## src/rtl/magnetron_ctrl.sv

```systemverilog
// Magnetron driver: run/stop state machine with PWM power control, door
// interlock and an enforced cooldown period before the next start.
module magnetron_ctrl #(
   parameter int PWR_W   = 4,
   parameter int MIN_OFF = 8
) (
   input  logic             clk,
   input  logic             rst_n,
   input  logic             set,
   input  logic             reset,
   input  logic             door_open,
   input  logic [PWR_W-1:0] power,
   output logic             mag_on,
   output logic             active,
   output logic             cooldown
);

   localparam int CNT_W = (MIN_OFF > 0) ? $clog2(MIN_OFF + 1) : 1;

   typedef enum logic [1:0] {IDLE, RUN, COOL} state_t;

   state_t           state, state_nxt;
   logic [PWR_W-1:0] phase, phase_nxt;
   logic [PWR_W-1:0] power_q, power_q_nxt;
   logic [CNT_W-1:0] cool_cnt, cool_cnt_nxt;
   logic             stop_req;

   assign stop_req = reset | door_open;

   always_ff @(posedge clk or negedge rst_n) begin
      if (!rst_n) begin
         state    <= IDLE;
         phase    <= '0;
         power_q  <= '0;
         cool_cnt <= '0;
      end else begin
         state    <= state_nxt;
         phase    <= phase_nxt;
         power_q  <= power_q_nxt;
         cool_cnt <= cool_cnt_nxt;
      end
   end

   always_comb begin
      state_nxt    = state;
      phase_nxt    = phase;
      power_q_nxt  = power_q;
      cool_cnt_nxt = cool_cnt;
      unique case (state)
         IDLE: begin
            if (set && !stop_req) begin
               state_nxt   = RUN;
               phase_nxt   = '0;
               power_q_nxt = power;
            end
         end
         RUN: begin
            if (stop_req) begin
               phase_nxt = '0;
               if (MIN_OFF == 0) begin
                  state_nxt = IDLE;
               end else begin
                  state_nxt    = COOL;
                  cool_cnt_nxt = CNT_W'(MIN_OFF);
               end
            end else begin
               phase_nxt = phase + 1'b1;
               // new power level is only picked up at a period boundary
               if (phase == '1) power_q_nxt = power;
            end
         end
         COOL: begin
            cool_cnt_nxt = cool_cnt - 1'b1;
            if (cool_cnt <= CNT_W'(1)) state_nxt = IDLE;
         end
         default: state_nxt = IDLE;
      endcase
   end

   // outputs decode registers only, so reset drops them without a clock edge
   assign mag_on   = (state == RUN) && (phase < power_q);
   assign active   = (state == RUN);
   assign cooldown = (state == COOL);

endmodule

```

## config.mk

```make
export PLATFORM = sky130hd
export DESIGN_NAME = magnetron_ctrl
export DESIGN_NICKNAME = d
export VERILOG_FILES = /design/src/rtl/magnetron_ctrl.sv
export SDC_FILE = /design/constraint.sdc
export NUM_CORES = 1
export LEC_CHECK = 0
export CAP_MARGIN = 5
export CORE_ASPECT_RATIO = 0.9
export CORE_MARGIN = 2
export CORE_UTILIZATION = 46
export DETAILED_ROUTE_END_ITERATION = 6
export PLACE_DENSITY = 0.73
export SYNTH_ARGS = -nofsm -noshare
export SYNTH_HDL_FRONTEND = slang
export SYNTH_SLANG_ARGS = --single-unit
```

## constraint.sdc

```tcl
create_clock -name clk -period 1.5 [get_ports clk]
set_input_delay 0.225 -clock clk [delete_from_list [all_inputs] [get_ports clk]]
set_output_delay 0.225 -clock clk [all_outputs]
set_load 0.01 [all_outputs]
```

==> out/metrics.sh <==
CRITICAL_PATH.CELL_CHAIN='buf_6 > ha_4 > nand3_4 > a2111oi_4 > buf_4 > mux2_4'
CRITICAL_PATH.REG2REG.ENDPOINT='power_q[2]$_DFFE_PN0P_'
TIGHTESTPINTRANSITION_NS=0.418
FINAL_CRITICAL_PATH_SETUP_SLACK_NS=-0.151
NUM_ROWS=14
P_CLK_SHARE_PCT=14.2
ROUTE.ANTENNA.REMAINING_NETS=0
POST_ROUTE_CELLS_DRIVE_ABOVE_1_SHARE_PCT=32.4
TIMING.RR.START='phase[1]$_DFFE_PN0P_'
CRIT_ARRIVAL_NS=1.81
MIN_PERIOD_OVER_PERIOD_PCT=110
PERIOD_NEEDED_NS=1.65
SYN_AREA_SQ_UM=774
DIE_AREA_SQ_UM=2030
HOLDWS_NS=0.255
MAX_SLEW_MARGIN_PCT=72.0
SYNTHARSTFLOPSHARE_PCT=100
P_INT_uW=942
DIE_WIDTH_UM=47.3
WORSTSKEWPAIRLATENCY_NS=0.27
SYNTH.AVG_CELL_AREA_SQ_UM=10.8
RUN_STATUS='complete, but fails checks'
MAXCAPVIOLCOUNT=0
GRT_SETUP_UNREPAIRED='yes'
SYNTH_SEQ_CELLS=14
R2R_SLACK_NS=-0.15
ENDPOINT_KIND='register'
MULTI_INPUT_GATE_AREA_IN_THE_FINAL_LAYOUT_SQ_UM=459
SYNTHCELLS=72
VIA_PER_INST=5.06
SYNTH_WARNINGS=0
DESIGN_POWER_TOTAL_mW=1.43
ROUTE.VIAS.TOTAL=638
VIOLATIONS_IN_THE_FINAL_REPORTS='negative setup slack'
CP_SLOWEST_CELL='sky130_fd_sc_hd__dfrtp_1'
FIN_WORST_SKEW_NS=0.00159
SYNTH.AREA.TOP_CELLS='sky130_fd_sc_hd__dfrtp_1 (45%), sky130_fd_sc_hd__ha_1 (9.7%), sky130_fd_sc_hd__mux2_2 (7.3%)'
CLKSINKCOUNT=14
WORSTSETUPPATHTYPE='register to register'
FINAL-SEQ-AREA_SQ_UM=350
YS_SEQ_AREA_SHARE_PCT=45.2
DETAILEDROUTE.FIRSTPASSITERATIONCOUNT=4
POWERDENSITY_nW_PER_UM2=1290
SETUP.WORST_PATH.START_CLASS='register'
DRCVIOLATIONCOUNT=0
P_LEAK_nW=0.523
COMBPWRFRAC_PCT=43.4
SW_FRAC_OF_TOTAL_PCT=34.3
NETLIST.AREA_LEADER.SHARE_PCT=45.2
VDD.IR_DROP.WORST_V=0.000863
R2R.WORST_PATH.CELLS=6
SYNTH_EDF_COUNT=0
POST-PLACE-WS_NS=-0.354
BUFFER_PORTS.INSERTED=11
WORST_SETUP_HOLD_PATH_CLK_SLEW_NS=0.08
SWITCHING_POWER_uW=492
MAXCLOCKFREQUENCY_MHz=606
FILLERINSTANCES=108
P_SEQ_SHARE_PCT=42.5
CRITPATHREQUIREDTIME_NS=1.66
IO-PIN-COUNT=12
FINALHOLDVIOLATIONS=0
SYNTHTOLAYOUTAREAGROWTH_PCT=43.6
WORST_PATH_LARGEST_CELL_DELAY_NS=0.42
CTS_HTREE_LEVELS=1
SYNTH_CELL_TYPE_COUNT=26
POST-SYNTH-TOP-AREA-CELL='sky130_fd_sc_hd__dfrtp_1'
GRT_PASS1_WL_UM=2690
SYNTH_FP_NETS=87
VIAS_IN_THE_FIRST_GLOBAL_ROUTE=647
CTS_HOLD_REPAIR.BUFFERS=0
FINAL_NETS=119
GRT_USAGE_PCT=19.5
PLACE_CONGESTION=0.788
COREAREA_SQ_UM=1630
DP_HPWL_UM=1220
REPORT.FINAL.SLEW_VIOL_COUNT=0
CRIT_PATH_MAX_FANOUT=4
SUM_OF_ROUTED_WIRE_LENGTH_OVER_ALL_LAYERS_UM=1680
GRT_START_MAX_NET_PINS=15
ANTENNA_CELLS=0
ROUTE.DETAILED.WL_PER_INST_UM=13.3
SYNTH-MAIN-FF-CELL='sky130_fd_sc_hd__dfrtp_1'
SETUP-VIOLATIONS-FINAL=5
CTS_INSERTED_BUFFERS=3
FLOORPLAN.INITIALDENSITY_PCT=47.5
CTS_TREE='yes'
HOLDCRITPATHCLASS='primary input to asynchronous set/reset pin'
DIE-HEIGHT_UM=42.9
DRT_ITER0_DRC=14
GLOBALROUTE.TOTALOVERFLOW=0
CLK_ROOT_BUFFER_CELL='sky130_fd_sc_hd__clkbuf_4'
ANTENNA_VIOLATIONS_BEFORE_REPAIR=0
MAX-CLOCK-PATH-BUFFERS=2
FINAL_UTIL_PCT=68.3
==> stage by stage <==
step | cells | TNS, ns | cell area [sq um]
finish | 126 | -0.697 | 1110
detailed placement | 120 | -1.68 | 1020
floorplan | 72 | -0.133 | 786
CTS | 126 | -0.614 | 1110
global route | 126 | -1.13 | 1110
global placement | 120 | -1.58 | 1020
==> layout make-up <==
type	count	area share, %
Clock buffer	3	2.02
Inverter	7	2.36
Multi-Input combinational cell	51	41.3
Sequential cell	14	31.5
Tap cell	24	2.70
Timing Repair Buffer	27	20.1
==> repair_timing <==
action | 4_1_cts | 5_1_grt
buffers inserted | 3 | 1
pin swaps | 1 | 1
endpoints found under the setup margin | 7 | 9
gates resized for setup | 16 | 3
==> routing by layer <==
metal	vias to the layer above	GRT usage, %	wire length, um
li1	318	-	-
met1	302	24.5	784
met2	12	28.1	789
met3	6	5.53	45
met4	0	12.8	55
met5	-	0	0
==> critical path, delay by kind of cell, from the launching register on <==
kind / cells / cell delay, ns
AOI/OAI and AO/OA: 1 / 0.28
DFF: 1 / 0.42
muxes: 1 / 0.30
and+or+nand+nor: 1 / 0.07
adders and majority gates: 1 / 0.13
buffers and inverters: 2 / 0.33
==> cell usage after synthesis, types with 2 or more instances <==
| cell | count |
|---|---|
| sky130_fd_sc_hd__nand3_1 | 3 |
| sky130_fd_sc_hd__nor3_1 | 3 |
| sky130_fd_sc_hd__dfrtp_1 | 14 |
| sky130_fd_sc_hd__nor2_1 | 6 |
| sky130_fd_sc_hd__mux2_2 | 5 |
| sky130_fd_sc_hd__ha_1 | 6 |
| sky130_fd_sc_hd__nand2_1 | 2 |
| sky130_fd_sc_hd__or3_1 | 2 |
| sky130_fd_sc_hd__inv_1 | 7 |
| sky130_fd_sc_hd__nand2b_1 | 3 |
| sky130_fd_sc_hd__a32o_1 | 3 |
| sky130_fd_sc_hd__o21ai_0 | 4 |
==> cell families (layout without fill, tap and decap cells) <==
group | Yosys count | count (layout) | share of synthesized area (%)
mux | 6 | 6 | 8.56
simple gates | 24 | 24 | 16.3
flops | 14 | 14 | 45.2
xor+xnor | 1 | 1 | 1.13
buf+inv | 7 | 37 | 3.39
compound gates | 14 | 14 | 15.7
fa+ha+maj | 6 | 6 | 9.69
==> worst max-delay path by stage <==
| stage | from | to | cells after the start |
|---|---|---|---|
| 5_1_grt | phase[1]$_DFFE_PN0P_ | power_q[3]$_DFFE_PN0P_ | 6 |
| 2_1_floorplan | phase[0]$_DFFE_PN0P_ | power_q[0]$_DFFE_PN0P_ | 4 |
| 3_3_place_gp | door_open | power_q[3]$_DFFE_PN0P_ | 5 |
| 3_5_place_dp | door_open | power_q[2]$_DFFE_PN0P_ | 5 |
| 6_report | phase[1]$_DFFE_PN0P_ | power_q[2]$_DFFE_PN0P_ | 6 |
| 4_1_cts | phase[1]$_DFFE_PN0P_ | power_q[2]$_DFFE_PN0P_ | 6 |
==> layout by cell type (no fill, tap or decap) <==
| cell type | instances |
|---|---|
| sky130_fd_sc_hd__buf_6 | 1 |
| sky130_fd_sc_hd__o21ai_0 | 4 |
| sky130_fd_sc_hd__nor3_1 | 3 |
| sky130_fd_sc_hd__clkdlybuf4s15_1 | 1 |
| sky130_fd_sc_hd__nand3_1 | 2 |
| sky130_fd_sc_hd__nor2_1 | 6 |
| sky130_fd_sc_hd__o21bai_1 | 1 |
| sky130_fd_sc_hd__or2b_1 | 1 |
| sky130_fd_sc_hd__or2_1 | 1 |
| sky130_fd_sc_hd__mux2i_1 | 1 |
| sky130_fd_sc_hd__xor2_1 | 1 |
| sky130_fd_sc_hd__ha_1 | 4 |
| sky130_fd_sc_hd__mux2_4 | 5 |
| sky130_fd_sc_hd__clkbuf_4 | 3 |
| sky130_fd_sc_hd__nand2b_1 | 3 |
| sky130_fd_sc_hd__nor3b_1 | 1 |
| sky130_fd_sc_hd__buf_2 | 1 |
| sky130_fd_sc_hd__clkbuf_2 | 1 |
| sky130_fd_sc_hd__o21a_1 | 1 |
| sky130_fd_sc_hd__a32o_1 | 3 |
| sky130_fd_sc_hd__ha_4 | 2 |
| sky130_fd_sc_hd__nand3_4 | 1 |
| sky130_fd_sc_hd__clkdlybuf4s50_1 | 8 |
| sky130_fd_sc_hd__nor2_2 | 1 |
| sky130_fd_sc_hd__dfrtp_1 | 14 |
| sky130_fd_sc_hd__nand2_1 | 2 |
| sky130_fd_sc_hd__a2111oi_4 | 1 |
| sky130_fd_sc_hd__buf_4 | 15 |
| sky130_fd_sc_hd__o211ai_1 | 1 |
| sky130_fd_sc_hd__a211oi_2 | 1 |
| sky130_fd_sc_hd__or3_1 | 2 |
| sky130_fd_sc_hd__o22ai_1 | 1 |
| sky130_fd_sc_hd__nand3b_1 | 1 |
| sky130_fd_sc_hd__a21o_1 | 1 |
| sky130_fd_sc_hd__inv_2 | 1 |
| sky130_fd_sc_hd__inv_1 | 6 |
==> power groups by stage <==
stage / Sequential, mW / Clock [mW] / Combinational, mW
detailed placement: 0.606 / 0 / 0.568
CTS: 0.607 / 0.210 / 0.630
global route: 0.627 / 0.229 / 0.696
global placement: 0.600 / 0 / 0.539
finish: 0.609 / 0.203 / 0.622
floorplan: 0.604 / 0 / 0.340
==> flip-flops by register name, indices dropped and copies added, names as in the netlist <==
register and cells:
cool_cnt 4, state 2, phase 4, power_q 4
Note: power is estimated with default switching activity, not from simulation.
